File: src/rtl/enc8b10b_lanes_if.sv
// Stream bundle for enc8b10b_lanes: byte input side (slave)
// and 10-bit symbol output side (master).
interface enc8b10b_lanes_if #(
   parameter int LANES = 2
);
   logic                s_valid;
   logic                s_ready;
   logic [8*LANES-1:0]  s_data;
   logic [LANES-1:0]    s_datak;
   logic                m_valid;
   logic                m_ready;
   logic [10*LANES-1:0] m_data;
   logic [LANES-1:0]    code_err;
   logic [LANES-1:0]    rd_state;
   logic                skp_active;

   modport slave (
      input  s_valid,
      input  s_data,
      input  s_datak,
      output s_ready
   );

   modport master (
      output m_valid,
      output m_data,
      output code_err,
      output rd_state,
      output skp_active,
      input  m_ready
   );
endinterface

File: src/rtl/enc8b10b_lanes.sv
// Multi-lane 8b/10b encoder with one output register and optional
// comma/skip insertion, compiled in with ENC8B10B_SKP_INSERT_EN.
module enc8b10b_lanes #(
   parameter int LANES        = 2,
   parameter int REVERSE      = 0,
   parameter int DISP_INIT    = 0,
   parameter int SKP_INTERVAL = 1180,
   parameter int SKP_LEN      = 1
) (
   input  logic             clk,
   input  logic             reset_n,
   input  logic             en_n,
   enc8b10b_lanes_if.slave  s,
   enc8b10b_lanes_if.master m
);
   localparam bit CFG_OK = (SKP_INTERVAL >= 2) && (SKP_LEN >= 1)
                        && (SKP_LEN <= 4) && (LANES >= 1) && (LANES <= 8);

   if (!CFG_OK) begin : g_cfg_err
      $error("enc8b10b_lanes: parameter out of range");
   end

   function automatic logic [5:0] tab6(input logic [4:0] x);
      logic [5:0] c;
      case (x)
         5'd0:    c = 6'b100111;
         5'd1:    c = 6'b011101;
         5'd2:    c = 6'b101101;
         5'd3:    c = 6'b110001;
         5'd4:    c = 6'b110101;
         5'd5:    c = 6'b101001;
         5'd6:    c = 6'b011001;
         5'd7:    c = 6'b111000;
         5'd8:    c = 6'b111001;
         5'd9:    c = 6'b100101;
         5'd10:   c = 6'b010101;
         5'd11:   c = 6'b110100;
         5'd12:   c = 6'b001101;
         5'd13:   c = 6'b101100;
         5'd14:   c = 6'b011100;
         5'd15:   c = 6'b010111;
         5'd16:   c = 6'b011011;
         5'd17:   c = 6'b100011;
         5'd18:   c = 6'b010011;
         5'd19:   c = 6'b110010;
         5'd20:   c = 6'b001011;
         5'd21:   c = 6'b101010;
         5'd22:   c = 6'b011010;
         5'd23:   c = 6'b111010;
         5'd24:   c = 6'b110011;
         5'd25:   c = 6'b100110;
         5'd26:   c = 6'b010110;
         5'd27:   c = 6'b110110;
         5'd28:   c = 6'b001110;
         5'd29:   c = 6'b101110;
         5'd30:   c = 6'b011110;
         default: c = 6'b101011;
      endcase
      return c;
   endfunction

   // Tables hold the code for RD- entering the sub-block (a/f in the MSB).
   function automatic logic [3:0] tab4(input logic [2:0] y,
                                       input logic k,
                                       input logic a7);
      logic [3:0] c;
      case (y)
         3'd0:    c = 4'b1011;
         3'd1:    c = k ? 4'b0110 : 4'b1001;
         3'd2:    c = k ? 4'b1010 : 4'b0101;
         3'd3:    c = 4'b1100;
         3'd4:    c = 4'b1101;
         3'd5:    c = k ? 4'b0101 : 4'b1010;
         3'd6:    c = k ? 4'b1001 : 4'b0110;
         default: c = (k || a7) ? 4'b0111 : 4'b1110;
      endcase
      return c;
   endfunction

   // Returns {code_err, rd_out, abcdei fghj}.
   function automatic logic [11:0] enc(input logic [7:0] d,
                                       input logic k,
                                       input logic rd);
      logic [4:0] x;
      logic [2:0] y;
      logic       kv;
      logic [5:0] c6;
      logic [3:0] c4;
      logic       u6;
      logic       u4;
      logic       rd6;
      logic       a7;
      x  = d[4:0];
      y  = d[7:5];
      kv = (x == 5'd28)
        || ((y == 3'd7) && ((x == 5'd23) || (x == 5'd27)
                         || (x == 5'd29) || (x == 5'd30)));
      if (k && !kv) begin
         x = 5'd28;
         y = 3'd5;
      end
      c6 = (k && (x == 5'd28)) ? 6'b001111 : tab6(x);
      u6 = ($countones(c6) != 3);
      if (rd && (u6 || (x == 5'd7)))
         c6 = ~c6;
      rd6 = rd ^ u6;
      a7  = (!rd6 && ((x == 5'd17) || (x == 5'd18) || (x == 5'd20)))
         || ( rd6 && ((x == 5'd11) || (x == 5'd13) || (x == 5'd14)));
      c4 = tab4(y, k, a7);
      u4 = ($countones(c4) != 2);
      if (rd6 && (k || u4 || (y == 3'd3)))
         c4 = ~c4;
      return {k && !kv, rd6 ^ u4, c6, c4};
   endfunction

   logic                run;
   logic                m_valid_r;
   logic [10*LANES-1:0] m_data_r;
   logic [LANES-1:0]    err_r;
   logic [LANES-1:0]    rd_r;
   logic                skp_pending;
   logic                skp_first;
   logic                slot;
   logic [10*LANES-1:0] e_data;
   logic [LANES-1:0]    e_err;
   logic [LANES-1:0]    e_rd;

   // An output slot opens when enabled and the register is free or draining.
   assign slot = run && !en_n && (!m_valid_r || m.m_ready);

   always_comb begin
      logic [7:0]  d;
      logic        k;
      logic [11:0] r;
      d      = '0;
      k      = 1'b0;
      r      = '0;
      e_data = '0;
      e_err  = '0;
      e_rd   = '0;
      for (int i = 0; i < LANES; i++) begin
         d = skp_pending ? (skp_first ? 8'hBC : 8'h1C)
                         : s.s_data[8*i +: 8];
         k = skp_pending | s.s_datak[i];
         r = enc(d, k, rd_r[i]);
         e_err[i] = r[11];
         e_rd[i]  = r[10];
         for (int b = 0; b < 10; b++)
            e_data[10*i + b] = (REVERSE != 0) ? r[b] : r[9-b];
      end
   end

   always_ff @(posedge clk or negedge reset_n) begin
      if (!reset_n) begin
         run       <= 1'b0;
         m_valid_r <= 1'b0;
         m_data_r  <= '0;
         err_r     <= '0;
         rd_r      <= {LANES{DISP_INIT[0]}};
      end else begin
         run <= 1'b1;
         if (slot && (skp_pending || s.s_valid)) begin
            m_valid_r <= 1'b1;
            m_data_r  <= e_data;
            err_r     <= e_err;
            rd_r      <= e_rd;
         end else if (slot) begin
            m_valid_r <= 1'b0;
         end
      end
   end

`ifdef ENC8B10B_SKP_INSERT_EN
   localparam int CW = $clog2(SKP_INTERVAL + 1);

   logic [CW-1:0] skp_cnt;
   logic [2:0]    skp_idx;
   logic          skp_act_r;

   assign skp_first = (skp_idx == 3'd0);

   always_ff @(posedge clk or negedge reset_n) begin
      if (!reset_n) begin
         skp_cnt     <= '0;
         skp_pending <= 1'b0;
         skp_idx     <= '0;
         skp_act_r   <= 1'b0;
      end else if (slot) begin
         if (skp_pending) begin
            skp_act_r <= 1'b1;
            if (skp_idx == 3'(SKP_LEN)) begin
               skp_pending <= 1'b0;
               skp_idx     <= '0;
            end else begin
               skp_idx <= skp_idx + 3'd1;
            end
         end else begin
            skp_act_r <= 1'b0;
            if (s.s_valid) begin
               if (skp_cnt == CW'(SKP_INTERVAL - 1)) begin
                  skp_cnt     <= '0;
                  skp_pending <= 1'b1;
               end else begin
                  skp_cnt <= skp_cnt + CW'(1);
               end
            end
         end
      end
   end

   assign m.skp_active = m_valid_r && skp_act_r && !en_n;
`else
   assign skp_pending  = 1'b0;
   assign skp_first    = 1'b0;
   assign m.skp_active = 1'b0;
`endif

   assign s.s_ready  = slot && !skp_pending;
   assign m.m_valid  = m_valid_r && !en_n;
   assign m.m_data   = en_n ? '0 : m_data_r;
   assign m.code_err = (m_valid_r && !en_n) ? err_r : '0;
   assign m.rd_state = rd_r;
endmodule

File: src/flat_wrapper.sv
// flat-port wrapper written by rule: the top's interface ports become plain ports
module enc8b10b_lanes_flat 
#(
   parameter int LANES        = 2,
   parameter int REVERSE      = 0,
   parameter int DISP_INIT    = 0,
   parameter int SKP_INTERVAL = 1180,
   parameter int SKP_LEN      = 1
)
  (clk, reset_n, en_n, s_s_valid, s_s_data, s_s_datak, s_s_ready, m_m_valid, m_m_data, m_code_err, m_rd_state, m_skp_active, m_m_ready);
  enc8b10b_lanes_if #(.LANES(LANES)) s_i ();
  enc8b10b_lanes_if #(.LANES(LANES)) m_i ();
  input  logic clk;
  input  logic reset_n;
  input  logic en_n;
  input wire logic [$bits(s_i.s_valid)-1:0] s_s_valid;
  input wire logic [$bits(s_i.s_data)-1:0] s_s_data;
  input wire logic [$bits(s_i.s_datak)-1:0] s_s_datak;
  output wire logic [$bits(s_i.s_ready)-1:0] s_s_ready;
  output wire logic [$bits(m_i.m_valid)-1:0] m_m_valid;
  output wire logic [$bits(m_i.m_data)-1:0] m_m_data;
  output wire logic [$bits(m_i.code_err)-1:0] m_code_err;
  output wire logic [$bits(m_i.rd_state)-1:0] m_rd_state;
  output wire logic [$bits(m_i.skp_active)-1:0] m_skp_active;
  input wire logic [$bits(m_i.m_ready)-1:0] m_m_ready;
  assign s_i.s_valid = s_s_valid;
  assign s_i.s_data = s_s_data;
  assign s_i.s_datak = s_s_datak;
  assign s_s_ready = s_i.s_ready;
  assign m_m_valid = m_i.m_valid;
  assign m_m_data = m_i.m_data;
  assign m_code_err = m_i.code_err;
  assign m_rd_state = m_i.rd_state;
  assign m_skp_active = m_i.skp_active;
  assign m_i.m_ready = m_m_ready;
  enc8b10b_lanes #(.LANES(LANES), .REVERSE(REVERSE), .DISP_INIT(DISP_INIT), .SKP_INTERVAL(SKP_INTERVAL), .SKP_LEN(SKP_LEN)) u_core (.clk(clk), .reset_n(reset_n), .en_n(en_n), .s(s_i), .m(m_i));
endmodule
File: config.mk
export PLATFORM = sky130hd
export DESIGN_NAME = enc8b10b_lanes_flat
export DESIGN_NICKNAME = d
export VERILOG_FILES = /design/src/rtl/enc8b10b_lanes_if.sv /design/src/rtl/enc8b10b_lanes.sv /design/src/flat_wrapper.sv
export SDC_FILE = /design/constraint.sdc
export NUM_CORES = 1
export LEC_CHECK = 0
export ABC_AREA = 0
export CORE_AREA = 2 2 82 115
export CTS_CLUSTER_SIZE = 28
export DETAILED_ROUTE_END_ITERATION = 8
export DIE_AREA = 0 0 84 117
export PLACE_DENSITY = 0.62
export SYNTH_ARGS = -nofsm -noshare
export SYNTH_HDL_FRONTEND = slang
export SYNTH_SLANG_ARGS = --single-unit
File: constraint.sdc
create_clock -name clk -period 5.75 [get_ports clk]
set_input_delay 1.725 -clock clk [delete_from_list [all_inputs] [get_ports clk]]
set_output_delay 1.725 -clock clk [all_outputs]
set_load 0.02 [all_outputs]
Word-level counts from Yosys, hierarchy flattened
Memory sizes are Yosys's and may differ from the RTL's.
Index checks and enable logic that the tools add are counted.
- flip-flop bits (word level): 26
- memory bits (read-only): 384
- input bits: 23
- output and inout bits: 27
- memories kept: 2
- memory list (memory ; words ; bits a word ; rd ports ; clocked after memory_dff ; write ports ; RTL line ; source):
    (name not given) ; 32 ; 6 ; 1 ; 0 ; 0 ; enc8b10b_lanes.sv:25 ; case (x)
    (name not given) ; 32 ; 6 ; 1 ; 0 ; 0 ; enc8b10b_lanes.sv:25 ;
- $add $sub $neg: 16
- equal/unequal tests: 44
- muxes and demuxes: 26
- bitwise gates (word level): 8
- reduce and logical (&&, ||, !) cells: 54
- operators with widths (kind ; count):
    32-bit adder ; 6
    32-bit by 3-bit inequality test with 1-bit output, second input constant ; 4
    5-bit == test, second input constant ; 18
    4-bit one-hot mux with 7 select lines ; 2
    4-bit 2-to-1 mux ; 12
    5-bit by 4-bit == test with 1-bit output, second input constant ; 6
    1-bit logical OR ; 27
    3-bit == test, second input constant ; 8
    6-bit 2-to-1 mux ; 4
    1-bit by 1-bit adder with 2-bit output ; 10
    20-bit 2-to-1 mux ; 1
    1-bit logical AND ; 18
    3-bit by 2-bit == test with 1-bit output, second input constant ; 4
    6-bit inverter ; 2
    5-bit by 3-bit == test with 1-bit output, second input constant ; 2
    5-bit 2-to-1 mux ; 2
    4-bit inverter ; 2
    3-bit by 1-bit == test with 1-bit output, second input constant ; 2
    1-bit logical NOT ; 6
    3-bit logical NOT ; 2
    3-bit 2-to-1 mux ; 2
    1-bit bitwise XOR ; 4
    1-bit 2-to-1 mux ; 2
    2-bit 2-to-1 mux ; 1
    2-bit nonzero test ; 1

Depth between registers and ports, before layout
- depth in word-level cells: 30
- gate-level depth with buffers: 29
- mapped depth without buffers: 28

Worst setup path after synthesis
OpenSTA, ideal clock, no wires.
- kind: input port to flip-flop
- start point: input port s_s_data[10]
- end point: register u_core.m_data_r[19]
- setup time: 134 ps
- arrival time: 7957 ps
- data required time: 5616 ps
- setup slack: -2341 ps
- stages: 26
- buffers on the path: 1
- path through: buf_4 -> xnor2_1 -> a311oi_4 -> o21ai_2 -> nand2_1 -> and2_1 -> ha_1 -> or2_2 -> nand3_1 -> a32oi_1 -> a2111oi_4 -> ha_1 -> fa_1 -> ha_1 -> and4bb_2 -> xnor2_1 -> mux2i_1 -> a2bb2oi_1 -> and2_1 -> ha_1 -> ha_1 -> fa_1 -> nand2_1 -> o31ai_1 -> and3_1 -> o31ai_1
- word-level cells in the longest chain between the ends: 30
- elaborated cells between the ends (all ways): 58
- classes of those cells: 8 x add/sub; 20 x eq/ne; 6 x mux; 2 x bitwise; 21 x reduce/logical; 1 x memory
- RTL lines (element ; RTL line ; source):
    start, declared ; flat_wrapper.sv:17 ; input wire logic [$bits(s_i.s_data)-1:0] s_s_data;
    parallel branches: the longest is 29 deep, another holds memory read 32 x 6 bit ; -- ;
    4-bit 2-to-1 mux * ; enc8b10b_lanes.sv:111 ; if (rd6 && (k || u4 || (y == 3'd3)))
    end signal, assigned ; enc8b10b_lanes.sv:164 ; m_data_r <= e_data;
    end, declared ; enc8b10b_lanes.sv:118 ; logic [10*LANES-1:0] m_data_r;
Every way passes the cells marked *.
A chain may end at the register's enable or synchronous reset.

Final worst setup path
- start point: input port s_s_data[1]
- end point: register u_core.m_data_r[6]
Same word-level chain as after synthesis.

==> impl_summary.md <==
Clocking
The number of buffers added by the clock tree synthesis step is 3. The maximum level of the CTS H-tree is 1. The TritonCTS clock tree is yes. The cell sitting at the root of the clock tree is a clkbuf_16. The maximum buffer depth of the clock tree is 2. The TritonCTS sink count is 26. The clock latency of the later-clocked register in the worst-skew pair is 0.27 ns. The clock transition at the registers of the reported paths is around 0.070 ns.

STA
Headroom to the max-slew limit came out at 0.560. The number of hold violations in the final report was 0. Setup repair after global routing could not meet its margin everywhere.

The worst clock skew is 0.00445 ns. The setup violation total in the final timing report is 10. The worst hold slack after final layout is roughly 0.48 ns.

At the pin with the least slew margin, the transition time is 0.652 ns. The maximum clock frequency is 139 MHz. In the finished design, the share of the clock period the worst path needs comes to 1.25.

The number of max-slew violations in the final report is 0. For the finished layout, the period the worst path requires is just over 7 ns. The worst-case setup margin in the final layout is -1.45 ns.

Power
The power per cell area is 260 nW/um^2. VDD sags by at most 0.150 mV. For this design the static power due to leakage is 2.45 nW.

Routing
Once detail routing completed, the nets flagged for antenna violations numbered 0. The via density per instance is ~5.6. The detailed-router iteration count before antenna repair is 4. The detailed router placed around 4k vias in this run. The detailed router finished its first iteration with between 150 and 200 violations. After detailed routing, the total wire length is 11.4 mm.

The final routed DRC violation total is 0. The wire length per cell is approximately 16 um.

Final layout
The total inserted antenna cells is 0. The total of fill cells in the finished design is ~740. The register area is 651 um^2. In the final layout, the multi-input gates occupy 3090 um^2. For this run, the number of standard cells in the final layout without fillers is around 700.

The fraction of final layout cells with drive strength greater than 1 is 0.423. The total number of nets in the final design is ~650. Compared with the post-synthesis result, the final layout area differs by 64.6%.

Global route
Entering global routing, the biggest net connects 27 pins. The number of antenna violations at the first check in global routing was 0. The total routing usage reported by global routing is 0.233. For this run, global-route usage on met3 was measured as 0.0133. The met1 usage in global routing is 0.239. The global routing stage identified its most utilized layer as met2. The wire length of the first global-routing pass is around 19 mm. The total grt overflow is 0. The number of global-route vias before repair is between 3k and 4k. For this run, global-route usage on met2 was measured as 0.466.

Status
The final reports fail on setup timing. The flow ran to the end, but the final reports show violations.

Die
The number of rows in the core area is 41. The total area inside the core boundary comes to around 8900 um^2. The x dimension of the die is 84 um.

The full die area is just under 10,000 um^2. The y dimension of the die is approximately 120 um. The starting utilization of the core area is 0.386.

The number of top-level pins is 50.

Synthesis
During synthesis, Yosys emitted a total of 0 warnings. In the post-synthesis netlist, the biggest area contributors are dfrtp_1 (19%), ha_1 (10%), nor2b_1 (5.3%), nand2_1 (3.9%), o21ai_0 (3.7%). For this run, asynchronously set or reset flops after synthesis account for 1.00. Of the synthesized area, sequential elements account for 0.190. The synthesized area divided by synthesized cell count is roughly 8 um^2. The largest area contributor in the netlist is dfrtp_1. By count the netlist is led by nand2_1 (36), nor2b_1 (29), ha_1 (28). The synthesized instance count is roughly 430. Counting flops and latches in the post-synthesis netlist gives 26.

The number of nets produced by synthesis is approximately 490. The number of different library cells used by synthesis comes to 70. The combined area of all synthesized cells is 3420 um^2. In this run, synthesis inferred 0 flip-flops with an integrated enable. Of the post-synthesis cell area, the dominant cell type holds 0.190.

The dominant register cell in the synthesized netlist is dfrtp_1. Yosys instantiated no cell more often than nand2_1.

Critical path
For this run, the slowest stage of the critical path takes approximately 0.55 ns. The critical path contains buffers and inverters numbering 2 combined. STA classifies the critical path endpoint as a flip-flop. STA puts the critical path data required time at a little under 6 ns. The cell family contributing the most delay on the critical path is adder cells. The data arrival time at the worst-slack endpoint is around 7.3 ns. The largest individual stage delay along the critical path comes from the cell fa_1.

The critical path class is input port to flip-flop. Among the stages of the critical path, the cell type that occurs most often is ha_4. The worst setup path is launched from an input port. The top fanout value on the critical path is 4.

Placement
Port buffering added 48 buffers. The last weighted congestion value of the routability-driven placer is between 0.9 and 1. The HPWL after detailed placement is approximately 8.8 mm. The instance count after placement with tap cells included is 664.

Flow run
The count of maximum capacitance violations is 0.

Min path
The worst hold-check path type is flip-flop to flip-flop.
worst reg2reg max path, stage by stage (launching register included):
cell,delay (ns)
dfrtp_1,0.43
xnor2_2,0.21
mux2i_2,0.32
o31ai_2,0.11
ha_1,0.34
ha_4,0.17
fa_1,0.49
nor3b_4,0.22
o21ai_2,0.11
o21ai_4,0.24
xor2_1,0.18
o21ai_1,0.07
cell type report:
class | instances | share of cell area
repair buffers | 191 | 0.279
clock buffers | 3 | 0.0133
well taps | 107 | 0.0238
multi-input cells | 354 | 0.549
clock inverters | 1 | 0.00533
flip-flops and latches | 26 | 0.116
inverters | 19 | 0.0140
repair_timing:
item / CTS / global route
hold buffers: 0 / 0
endpoints found under the hold margin: 0 / 0
buffers inserted: 21 / 14
endpoints found under the setup margin: 22 / 22
resized for setup: 79 / 37
pin swaps: 56 / 45
stage by stage:
stage / power [W] / utilization / setup WS [ns] / cell area, um^2 / TNS [ns]
floorplan: 0.000808 / - / -1.61 / 3760 / -16.00
global placement: 0.00111 / 0.565 / -2.28 / 5020 / -29.23
detailed placement: 0.00113 / 0.565 / -2.26 / 5020 / -29.80
CTS: 0.00139 / 0.605 / -1.52 / 5370 / -14.32
global route: 0.00157 / 0.635 / -1.75 / 5630 / -16.77
finish: 0.00147 / 0.635 / -1.45 / 5630 / -13.53
routing by layer:
layer / share of wire / vias up
li1: - / 1905
met1: 0.36 / 1865
met4: 0.047 / 0
met2: 0.57 / 88
met3: 0.023 / 36
met5: 0 / -
cell families (layout without fill, tap and decap cells):
kind of cell    count (synthesis)  count (layout)  share of synthesized area
compound gates                131             131                      0.289
xor+xnor                       18              18                     0.0461
fa+ha+maj                      34              34                      0.137
buf+inv                        49             214                     0.0592
flops                          26              26                      0.190
mux                             6               6                     0.0216
other cells                     2               2                    0.00219
simple gates                  163             163                      0.254
layout by cell type (no fill, tap or decap), drive strengths merged, types with 10 or more instances in the layout:
| cell | n |
|---|---|
| clkdlybuf4s50 | 33 |
| o21ai | 29 |
| nor2 | 27 |
| and2 | 10 |
| nand2 | 36 |
| xnor2 | 10 |
| nand3 | 12 |
| buf | 152 |
| inv | 18 |
| nand2b | 10 |
| dfrtp | 26 |
| nor2b | 29 |
| a21oi | 20 |
| ha | 28 |
flip-flops by register name, indices dropped and copies added, names as in the netlist:
register and count:
u_core.m_data_r 20, u_core.m.rd_state 2, u_core.run 1, u_core.m_valid_r 1
u_core.err_r 2
power by group:
| part | leakage, nW | internal [W] | switching [W] | total [W] |
|---|---|---|---|---|
| Clock | 0.0511 | 0.000139 | 0.0000659 | 0.000205 |
| Combinational | 2.08 | 0.000512 | 0.000438 | 0.000949 |
| Sequential | 0.318 | 0.000262 | 0.0000496 | 0.000311 |
| Total | 2.45 | 0.000912 | 0.000553 | 0.00147 |
path summary, 6_finish.rpt:
kind                                       from             endpoint  slack (ns)  depth (start not counted)
max                                 s_s_data[1]   u_core.m_data_r[6]       -1.45                         25
min reg2reg                 u_core.m_data_r[17]  u_core.m_data_r[17]        0.48                          2
max reg2reg                u_core.m.rd_state[0]   u_core.m_data_r[6]        2.73                         11
min                         u_core.m_data_r[17]  u_core.m_data_r[17]        0.48                          2
min in group asynchronous               reset_n  u_core.m_data_r[17]        1.83                          2
max in group asynchronous               reset_n  u_core.m_data_r[14]        3.66                          2
No activity file was read; power rests on OpenSTA's default activity.
==> edit: new RTL, same settings <==
`LANES` is set to 2 in 3 places; all go to 1.
--- a/src/rtl/enc8b10b_lanes_if.sv
+++ b/src/rtl/enc8b10b_lanes_if.sv
@@ -3,3 +3,3 @@
 interface enc8b10b_lanes_if #(
-   parameter int LANES = 2
+   parameter int LANES = 1
 );
--- a/src/rtl/enc8b10b_lanes.sv
+++ b/src/rtl/enc8b10b_lanes.sv
@@ -3,3 +3,3 @@
 module enc8b10b_lanes #(
-   parameter int LANES        = 2,
+   parameter int LANES        = 1,
    parameter int REVERSE      = 0,
--- a/src/flat_wrapper.sv
+++ b/src/flat_wrapper.sv
@@ -3,3 +3,3 @@
 #(
-   parameter int LANES        = 2,
+   parameter int LANES        = 1,
    parameter int REVERSE      = 0,
Interface: changed (5 resized); port bits go from 50 to 29. The function was not compared with the original's and may differ.
==> edit against the unedited design <==
- the run still ends with negative setup slack left
- setup slack lost 270 ps
- cell area shrank 42%
- cell count shrank 37%
- total power shrank 45%
- sequential cell count shrank 12
- critical path depth grew 1
- area after synthesis shrank 47%
- routed wire length shrank 46%
- highest routed layer unchanged
==> edit: results <==
export IMPL_status="finished with violations"
export IMPL_violations="negative setup slack"
export IMPL_finalWirelength_um=6140
export IMPL_synthesis_nets=259
export IMPL_timing_final_ws_setup_ps=-1720
export IMPL_first_iter_violations=58
export IMPL_place_hpwl_um=4490
export IMPL_grt_max_degree=28
export IMPL_place_ws_ps=-2440
export IMPL_largest_reg_flops=10
export IMPL_worst_hold_path_type="flip-flop to flip-flop"
export IMPL_cp_startpoint="s_s_data[3]"
export IMPL_post_cts_resize_count=57
export IMPL_place_area_um2=2710
export IMPL_gr_usage_met2_pct=24.4
export IMPL_tightest_slew_ps=847
export IMPL_num_nets_final=366
export IMPL_vias_per_cell=4.75
export IMPL_use_met1_pct=14.4
export IMPL_tns_ps=-8100
export IMPL_wl_met2_um=3380
export IMPL_grtUsageTotal_pct=12.5
export IMPL_fillers=891
export IMPL_globalplace_congestion=0.923
export IMPL_seqCellArea_um2=350
export IMPL_clock_skew_ps=1.37
export IMPL_synthTopCellsByCount="22 x nand2_1, 22 x nor2_1, 14 x dfrtp_1, 14 x ha_1, 12 x nor2b_1"
export IMPL_io_buffer_count=27
export IMPL_leakagePower_uw=0.00137
export IMPL_layout_drive_gt1_share_pct=45.9
export IMPL_clk_pin_slew_ps=40
export IMPL_ys_top_cells_by_area="dfrtp_1 19%, ha_1 9.6%, nand2_1 4.5%, nor2_1 4.5%, nor2b_1 4.1%"
export IMPL_use_met3_pct=1.12
export IMPL_synthesis_instances=228
export IMPL_grt_pass1_vias=2130
export IMPL_dp_cells=407
export IMPL_grt_pass1_wl_um=10100
export IMPL_insertion_delay_ps=230
export IMPL_instances_no_fill=440
export IMPL_cts_setup_buffers=24
export IMPL_min_from="u_core.err_r$_DFFE_PN0P_"
export IMPL_setup_viol=5
export IMPL_m1WireLength_um=2450
export IMPL_dr_wl_met3_um=155
export IMPL_critPathArrivalTime_ps=7590
[edit: cell type report]
type	instances	share of cell area (%)
Multi-Input combinational cell	188	51.9
Timing Repair Buffer	116	29.5
Sequential cell	14	10.8
Tap cell	107	4.12
Clock buffer	3	2.31
Inverter	12	1.46
[edit: where the power goes]
part	switching (uW)	leakage [uW]	total, uW	internal (uW)
clock	32.6	0.0000370	123	90.3
sequential	28.0	0.000172	168	140
combinational	236	0.00116	516	280
total	297	0.00137	806	509
[edit: cell families (layout without fill, tap and decap cells)]
group	count (synthesis)	in the layout	share of synthesized area [%]
buffers and inverters	26	131	6.43
AOI/OAI and AO/OA	70	70	29.6
DFF	14	14	19.2
adders and majority gates	17	17	12.9
other	2	2	0.411
muxes	3	3	1.64
and+or+nand+nor	87	87	25.6
xor gates and xnor gates	9	9	4.31
[edit: path summary, 6_finish.rpt]
check	cells past startpoint	slack (ps)	end
setup / recovery	26	-1720	u_core.m_data_r[9]$_DFFE_PN0P_
hold / removal	2	470	u_core.err_r$_DFFE_PN0P_
setup reg to reg	12	2450	u_core.m_data_r[9]$_DFFE_PN0P_
hold reg to reg	2	470	u_core.err_r$_DFFE_PN0P_
max in group asynchronous	1	3510	u_core.run$_DFF_PN0_
min in group asynchronous	1	1860	u_core.m_data_r[9]$_DFFE_PN0P_
[edit: critical path, cell delays in order]
cell and delay [ps]:
buf_8 110, xnor2_4 140, o211a_4 250, o211a_4 240
nor2_4 160, ha_4 230, or3_4 350, a21oi_4 200
o31ai_4 90, a21o_1 230, ha_4 170, fa_1 460
ha_1 300, and4bb_2 270, xnor2_4 170, nor4b_4 380
o311a_4 260, nor2_4 40, ha_4 220, ha_4 160
fa_2 540, nand2_2 80, o31ai_4 220, nor2_2 90
and4_1 250, a221o_1 250
